--- src/rtl/window_read_arbiter.sv ---
// window_read_arbiter: shares the single read port of the window buffer among
// NUM_REQ requesters. Round-robin grant with burst lock (the owner keeps the
// port until its req_last beat is accepted), plus an owner-tag FIFO that routes
// each returned word back to the requester that issued its address.
//
// Handshake rule for every channel (req_*, buf_addr_*, buf_dout_*, rsp_*):
// a transfer happens on a rising clk edge where valid and ready are both 1.
// ready may depend combinationally on valid and on the other side's ready;
// the arbiter adds no pipeline stage in either direction.
module window_read_arbiter #(
  parameter int NUM_REQ      = 2,
  parameter int W_ADDR       = 10,
  parameter int W_DATA       = 18,
  parameter int MAX_INFLIGHT = 4
) (
  input  logic                      clk,
  input  logic                      rst,
  input  logic [NUM_REQ-1:0]        req_valid,
  output logic [NUM_REQ-1:0]        req_ready,
  input  logic [NUM_REQ*W_ADDR-1:0] req_addr,
  input  logic [NUM_REQ-1:0]        req_last,
  output logic [NUM_REQ-1:0]        rsp_valid,
  input  logic [NUM_REQ-1:0]        rsp_ready,
  output logic [W_DATA-1:0]         rsp_data,
  output logic                      buf_addr_valid,
  input  logic                      buf_addr_ready,
  output logic [W_ADDR-1:0]         buf_addr_data,
  input  logic                      buf_dout_valid,
  output logic                      buf_dout_ready,
  input  logic [W_DATA-1:0]         buf_dout_data,
  output logic                      busy,
  output logic                      err,
  output logic                      dbg_state
);

  localparam int IDX_W = (NUM_REQ > 1) ? $clog2(NUM_REQ) : 1;
  localparam int PTR_W = (MAX_INFLIGHT > 1) ? $clog2(MAX_INFLIGHT) : 1;
  localparam int CNT_W = $clog2(MAX_INFLIGHT) + 1;

  typedef enum logic {
    IDLE = 1'b0,
    LOCK = 1'b1
  } state_t;

  state_t           state_q;
  logic [IDX_W-1:0] rr_ptr_q;
  logic [IDX_W-1:0] rr_ptr_d;
  logic [IDX_W-1:0] owner_q;
  logic             err_q;

  logic [IDX_W-1:0] tag_mem_q [MAX_INFLIGHT];
  logic [PTR_W-1:0] wr_ptr_q;
  logic [PTR_W-1:0] wr_ptr_d;
  logic [PTR_W-1:0] rd_ptr_q;
  logic [PTR_W-1:0] rd_ptr_d;
  logic [CNT_W-1:0] count_q;

  logic [IDX_W-1:0] grant;
  logic             grant_valid;
  logic             tag_full;
  logic             tag_empty;
  logic [IDX_W-1:0] head;
  logic             issue_hs;
  logic             pop_hs;
  int               idx;

  assign tag_full  = (count_q == CNT_W'(MAX_INFLIGHT));
  assign tag_empty = (count_q == '0);
  assign head      = tag_mem_q[rd_ptr_q];

  // Grant selection: owner while locked, otherwise first valid requester
  // starting at rr_ptr and wrapping around.
  always_comb begin
    grant       = rr_ptr_q;
    grant_valid = 1'b0;
    idx         = 0;
    if (state_q == LOCK) begin
      grant       = owner_q;
      grant_valid = req_valid[owner_q];
    end else begin
      for (int k = 0; k < NUM_REQ; k++) begin
        idx = (int'(rr_ptr_q) + k) % NUM_REQ;
        if (!grant_valid && req_valid[idx]) begin
          grant_valid = 1'b1;
          grant       = IDX_W'(idx);
        end
      end
    end
  end

  // Issue and return paths are pure pass-through, gated off during reset.
  always_comb begin
    req_ready        = '0;
    rsp_valid        = '0;
    buf_addr_valid   = grant_valid & ~tag_full & ~rst;
    buf_addr_data    = req_addr[int'(grant)*W_ADDR +: W_ADDR];
    req_ready[grant] = buf_addr_ready & ~tag_full & ~rst;
    rsp_valid[head]  = buf_dout_valid & ~tag_empty & ~rst;
    buf_dout_ready   = rsp_ready[head] & ~tag_empty & ~rst;
  end

  assign rsp_data = buf_dout_data;
  assign issue_hs = buf_addr_valid & buf_addr_ready;
  assign pop_hs   = buf_dout_valid & buf_dout_ready;

  // Next round-robin start and FIFO pointer increments, wrapping explicitly.
  always_comb begin
    rr_ptr_d = (grant == IDX_W'(NUM_REQ - 1)) ? '0 : grant + 1'b1;
    wr_ptr_d = (wr_ptr_q == PTR_W'(MAX_INFLIGHT - 1)) ? '0 : wr_ptr_q + 1'b1;
    rd_ptr_d = (rd_ptr_q == PTR_W'(MAX_INFLIGHT - 1)) ? '0 : rd_ptr_q + 1'b1;
  end

  // Burst-lock FSM with round-robin pointer, owner and sticky error flag.
  always_ff @(posedge clk) begin
    if (rst) begin
      state_q  <= IDLE;
      rr_ptr_q <= '0;
      owner_q  <= '0;
      err_q    <= 1'b0;
    end else begin
      if (issue_hs) begin
        owner_q <= grant;
        if (req_last[grant]) begin
          state_q  <= IDLE;
          rr_ptr_q <= rr_ptr_d;
        end else begin
          state_q <= LOCK;
        end
      end
      if (buf_dout_valid && tag_empty) begin
        err_q <= 1'b1;
      end
    end
  end

  // Tag FIFO pointers and occupancy; reset drops any in-flight tags.
  always_ff @(posedge clk) begin
    if (rst) begin
      wr_ptr_q <= '0;
      rd_ptr_q <= '0;
      count_q  <= '0;
    end else begin
      if (issue_hs) begin
        wr_ptr_q <= wr_ptr_d;
      end
      if (pop_hs) begin
        rd_ptr_q <= rd_ptr_d;
      end
      case ({issue_hs, pop_hs})
        2'b10:   count_q <= count_q + 1'b1;
        2'b01:   count_q <= count_q - 1'b1;
        default: count_q <= count_q;
      endcase
    end
  end

  // Tag storage: the issuing requester index is written on each issue.
  always_ff @(posedge clk) begin
    if (issue_hs) begin
      tag_mem_q[wr_ptr_q] <= grant;
    end
  end

  assign busy      = (state_q == LOCK) | ~tag_empty;
  assign err       = err_q;
  assign dbg_state = (state_q == LOCK);

endmodule

--- config.mk ---
export PLATFORM = sky130hd
export DESIGN_NAME = window_read_arbiter
export DESIGN_NICKNAME = d
export VERILOG_FILES = /design/src/rtl/window_read_arbiter.sv
export SDC_FILE = /design/constraint.sdc
export NUM_CORES = 1
export LEC_CHECK = 0
export CORE_MARGIN = 3
export CORE_UTILIZATION = 32
export CTS_CLUSTER_DIAMETER = 120
export DETAILED_ROUTE_END_ITERATION = 6
export GPL_TIMING_DRIVEN = 0
export PLACE_DENSITY = 0.77
export SLEW_MARGIN = 20
export SYNTH_ARGS = -nofsm -noshare
export SYNTH_HDL_FRONTEND = slang
export SYNTH_SLANG_ARGS = --single-unit
--- constraint.sdc ---
create_clock -name clk -period 2.3 [get_ports clk]
set_clock_uncertainty 0.1 [all_clocks]
set_input_delay 0.46 -clock clk [delete_from_list [all_inputs] [get_ports clk]]
set_output_delay 0.46 -clock clk [all_outputs]
set_load 0.05 [all_outputs]
### Yosys cells after proc, flatten, opt, wreduce, memory -nomap -nowiden

Memory sizes are Yosys's and may differ from the RTL's. A register that Yosys moved wholly into a read port is not among the register bits.
Cells that the tools add are included.

| operators by class | value |
|---|---|
| add/subtract/negate cells | 6 |
| $mul | 1 |
| divide/modulo/power cells | 0 |
| magnitude comparators | 7 |
| equality and inequality tests | 5 |
| shift-type cells | 1 |
| muxes and demuxes | 30 |
| bitwise logic cells | 17 |
| reduce and logical (&&, ||, !) cells | 8 |

Operator list:

| operator | number |
|---|---|
| 1-bit 2-to-1 mux | 23 |
| 20-bit by 6-bit indexed part select with 10-bit output | 1 |
| 1-bit AND | 10 |
| 1-bit by 2-bit less-than comparator with 1-bit output (second input constant) | 4 |
| 2-bit 2-to-1 mux | 4 |
| 2-bit equality test (second input constant) | 3 |
| 3-bit case mux with 2 select lines | 1 |
| 2-bit by 1-bit adder with 2-bit output (second input constant) | 2 |
| 2-bit AND | 2 |
| 1-bit logical AND | 4 |
| 1-bit by 3-bit multiplier with 4-bit output (second input constant) | 1 |
| 3-bit by 1-bit adder with 3-bit output (second input constant) | 1 |
| 3-bit equality test (second input constant) | 1 |
| 3-bit zero test | 1 |
| 2-bit by 3-bit less-than comparator with 1-bit output (second input constant) | 1 |
| 1-bit inverter | 3 |
| 3-bit by 1-bit subtractor with 3-bit output (second input constant) | 1 |
| 1-bit adder (second input constant) | 2 |
| 1-bit demux with 1-bit select | 2 |
| 2-bit by 1-bit equality test with 1-bit output (second input constant) | 1 |
| 1-bit >= comparator (second input constant) | 2 |
| 2-bit AND reduction | 1 |
| 2-bit nonzero test | 1 |
| 1-bit AND (first input constant) | 1 |
| other kinds (2) | 2 |

| word-level totals | value |
|---|---|
| register bits | 11 |
| latch bits | 0 |
| RAM bits | 4 |
| bits in read-only memories | 0 |
| output and inout bits | 37 |
| memories | 1 |

Memories:

| name | depth | bits a word | rd ports | clocked after memory_dff | wr ports | line | RTL |
|---|---|---|---|---|---|---|---|
| tag_mem_q | 4 | 1 | 1 | 1 | 1 | 51 | `logic [IDX_W-1:0] tag_mem_q [MAX_INFLIGHT];` |

### Logic depth before layout (Yosys ltp)

| logic depth | value |
|---|---|
| depth after elaboration | 13 |
| depth in mapped cells | 10 |
| depth with buffers taken out | 10 |

### Worst setup path after synthesis

OpenSTA, ideal clock, no wires.

| path | value |
|---|---|
| path kind | reg2out |
| from | register state_q (netlist: dbg_state) |
| to | output buf_addr_valid |
| data arrival time | 2.134 ns |
| setup slack | -0.394 ns |
| stages on the path, launching flop included | 4 |
| path buffers | 1 |
| cells stage by stage | dfxtp_1 -> clkbuf_1 -> o2bb2ai_1 -> a211oi_1 |

| between the ends | value |
|---|---|
| longest elaborated chain between the ends | 3 |

RTL lines:

| element | line | RTL |
|---|---|---|
| start: declaration | 45 | `state_t state_q;` |
| start signal: assignment | 116 | `state_q <= IDLE;` |
| start signal: assignment | 124 | `state_q <= IDLE;` |
| start signal: assignment | 127 | `state_q <= LOCK;` |
| 1-bit 2-to-1 mux | 77 | `if (state_q == LOCK) begin` |
| 1-bit AND (2 in series) | 95 | `buf_addr_valid = grant_valid & ~tag_full & ~rst;` |
| end: declaration | 25 | `output logic buf_addr_valid,` |

Every way passes these cells.

==> results.json <==
{
  "outcome": "finished with violations",
  "violations": "setup timing",
  "cp.required_ps": 2390,
  "core.rowCount": 21,
  "ir_drop_uv": 378,
  "drive_above_1_share_pct": 37.4,
  "overflow": 0,
  "synth_top_area_share_pct": 21.5,
  "post-route-min-period_ps": 2520,
  "dp.cells": 241,
  "synth_area_leader_cell": "dfxtp_1",
  "worst_path_max_delay_cell": "mux4_2",
  "cts.clk_slew.worst_paths_ps": 70,
  "grt_max_degree": 11,
  "worstSetupPathType": "register to register",
  "r2r_start": "tag_mem_q[2]",
  "dr.pass1.iters": 6,
  "htreeDepth": 1,
  "totalWireLength_um": 3180,
  "fin_ws_ps": -217,
  "cts_buffer_depth": 2,
  "wire_per_inst_um": 12.6,
  "dieHeight_um": 67.6,
  "track_usage_pct": 14.1,
  "fillers": 317,
  "vias": 1184,
  "initialDrtViolationCount": 17,
  "final_area_um2": 2160,
  "hold_viol_final": 0,
  "die_area_um2": 4560,
  "place_area_um2": 1950,
  "maxSlewViolCount": 0,
  "fin_nets": 262,
  "clkLatencyLatePin_ps": 250,
  "initial_utilization_pct": 34.7,
  "antenna_cells": 0,
  "hp-start": "err",
  "ys.warnings.count": 0,
  "worstPathMaxFanout": 3,
  "yosysUniqueCellTypes": 40,
  "slew_headroom_pct": 65.8,
  "setup_violations": 6,
  "grt_pass1_vias": 1125,
  "post-route-period-util_pct": 109,
  "r2r_slack_ps": -220,
  "synthTopCellsByArea": "dfxtp_1, buf_4, mux2_1",
  "cts_tree": "done",
  "avgSynthCellArea_um2": 9.40,
  "timing.hold.ws_ps": 385,
  "cp.arrival_ps": 2600,
  "area_growth_pct": 78.0,
  "gp_congestion": 0.766,
  "numClockSinks": 17,
  "ys_seq_elements": 17,
  "routed_via_density": 4.70,
  "die_x_um": 67.6,
  "hold_class": "register to register",
  "drc": 0,
  "syn_nets": 184,
  "reg2reg_depth": 9,
  "drv_cap": 0,
  "place_worst_setup_slack_ps": -1210,
  "power.density_nw_per_um2": 484,
  "ys_seq_area_share_pct": 31.4,
  "worstSetupStartpoint": "tag_mem_q[2]",
  "syn-cell-area_um2": 1210,
  "timing.fmax_ghz": 0.397,
  "worst_pin_slew_ps": 512,
  "critPathLaunchType": "register",
  "ios": 85,
  "whs_path_depth": 2,
  "final_antenna_net_count": 0,
  "grt_pass1_wl_um": 4860,
  "cts_hold_buffers": 0,
  "layoutNonFillerInstCount": 252,
  "worstSetupEndpointType": "register",
  "coreArea_um2": 3490,
  "leakage_uw": 0.000910,
  "crit_chain": "mux4_2, mux2i_4, nor2_4, ha_4, inv_2, fa_2, xor2_1, or3_1, a21oi_1",
  "dp_hpwl_um": 2360,
  "io_buffers": 66,
  "antenna_found_initial": 0,
  "cts_made_buffers": 3,
  "design_power_total_uw": 1050,
  "synth_cells": 129,
  "rsz0062_at_grt": "true",
  "clockRootBuffer": "clkbuf_8",
  "slowest_delay_ps": 520
}
## power by group
part | internal [µW] | switching [µW] | total [µW]
logic | 219 | 271 | 491
clock network | 120 | 101 | 221
registers | 319 | 14.1 | 334
total | 659 | 386 | 1050
## cells in the mapped netlist
| library cell | count |
|---|---|
| a211o_1 | 1 |
| a211oi_1 | 1 |
| a211oi_2 | 1 |
| a21boi_1 | 2 |
| a21oi_1 | 8 |
| a22oi_1 | 1 |
| a311oi_1 | 1 |
| a31o_2 | 1 |
| a31oi_1 | 1 |
| and2_1 | 1 |
| and3_1 | 4 |
| buf_2 | 1 |
| buf_4 | 18 |
| clkbuf_1 | 2 |
| dfxtp_1 | 13 |
| edfxtp_1 | 4 |
| fa_1 | 1 |
| ha_1 | 6 |
| inv_1 | 8 |
| mux2_1 | 11 |
| mux2_2 | 1 |
| mux2i_1 | 1 |
| mux2i_2 | 1 |
| mux4_2 | 1 |
| nand2_1 | 3 |
| nand2b_1 | 2 |
| nand3_1 | 2 |
| nor2_1 | 12 |
| nor2b_1 | 2 |
| nor3_1 | 3 |
| nor3_2 | 1 |
| o21ai_0 | 4 |
| o2bb2ai_1 | 1 |
| o31ai_4 | 1 |
| o41ai_1 | 1 |
| or2_1 | 1 |
| or3_1 | 1 |
| or3b_4 | 1 |
| or4_1 | 2 |
| xor2_1 | 2 |
## through the flow
stage	TNS [ps]	utilization, %
2_1_floorplan	-192	-
3_3_place_gp	-16400	55.8
3_5_place_dp	-16340	55.8
4_1_cts	-482	60.8
5_1_grt	-994	61.8
6_report	-494	61.8
## area by class of cell
type	count	area (µm²)	share of cell area, %
Sequential cell	17	384	17.8
Clock inverter	1	5.00	0.232
Multi-Input combinational cell	83	744	34.5
Clock buffer	3	41.3	1.91
Tap cell	46	57.6	2.67
Inverter	8	30.0	1.39
Buffer	20	151	7.01
Timing Repair Buffer	74	744	34.5
## cells in the final DEF (no fill, tap or decap), types with 3 or more instances in the layout
cell	Yosys	routed
buf_2	1	3
nand2_1	3	3
clkbuf_8	0	3
mux2_1	11	6
clkdlybuf4s50_1	0	45
a21oi_1	8	8
buf_6	0	9
o21ai_0	4	4
mux2_4	0	5
buf_4	18	24
inv_1	8	6
edfxtp_1	4	4
and3_1	4	4
buf_8	0	5
nor2_1	12	10
ha_1	6	5
dfxtp_2	0	3
dfxtp_1	13	10
## critical path, delay by kind of cell, from the launching register on
| family | cells | cell delay [ps] |
|---|---|---|
| compound gates | 1 | 140 |
| simple gates | 2 | 430 |
| flops | 1 | 370 |
| xor+xnor | 1 | 150 |
| mux | 2 | 750 |
| buf+inv | 1 | 30 |
| fa+ha+maj | 2 | 470 |
## routing by layer
| metal | track usage [%] | part of all wire, % | vias to the layer above |
|---|---|---|---|
| li1 | - | - | 590 |
| met1 | 14.7 | 37 | 543 |
| met2 | 26.0 | 53 | 49 |
| met3 | 5.82 | 8.9 | 2 |
| met4 | 3.54 | 0.54 | 0 |
| met5 | 0 | 0 | - |
## path summary, 6_finish.rpt
path,to
worst min register to register,err
worst max-delay path,count_q[2]
worst max register to register,count_q[2]
worst min-delay path,err
## cells by family after synthesis
kind of cell	after synthesis	synth area share, %
compound gates	24	14.3
xor+xnor	2	1.45
fa+ha+maj	7	7.84
buf+inv	29	14.7
flops	17	31.4
mux	15	15.0
simple gates	35	15.4
## what timing repair did
action,4_1_cts,5_1_grt
setup buffers,5,2
endpoints found under the setup margin,18,19
pin swaps,4,3
resized for setup,126,15
gates cloned,1,0
No activity file was read; power rests on OpenSTA's default activity.
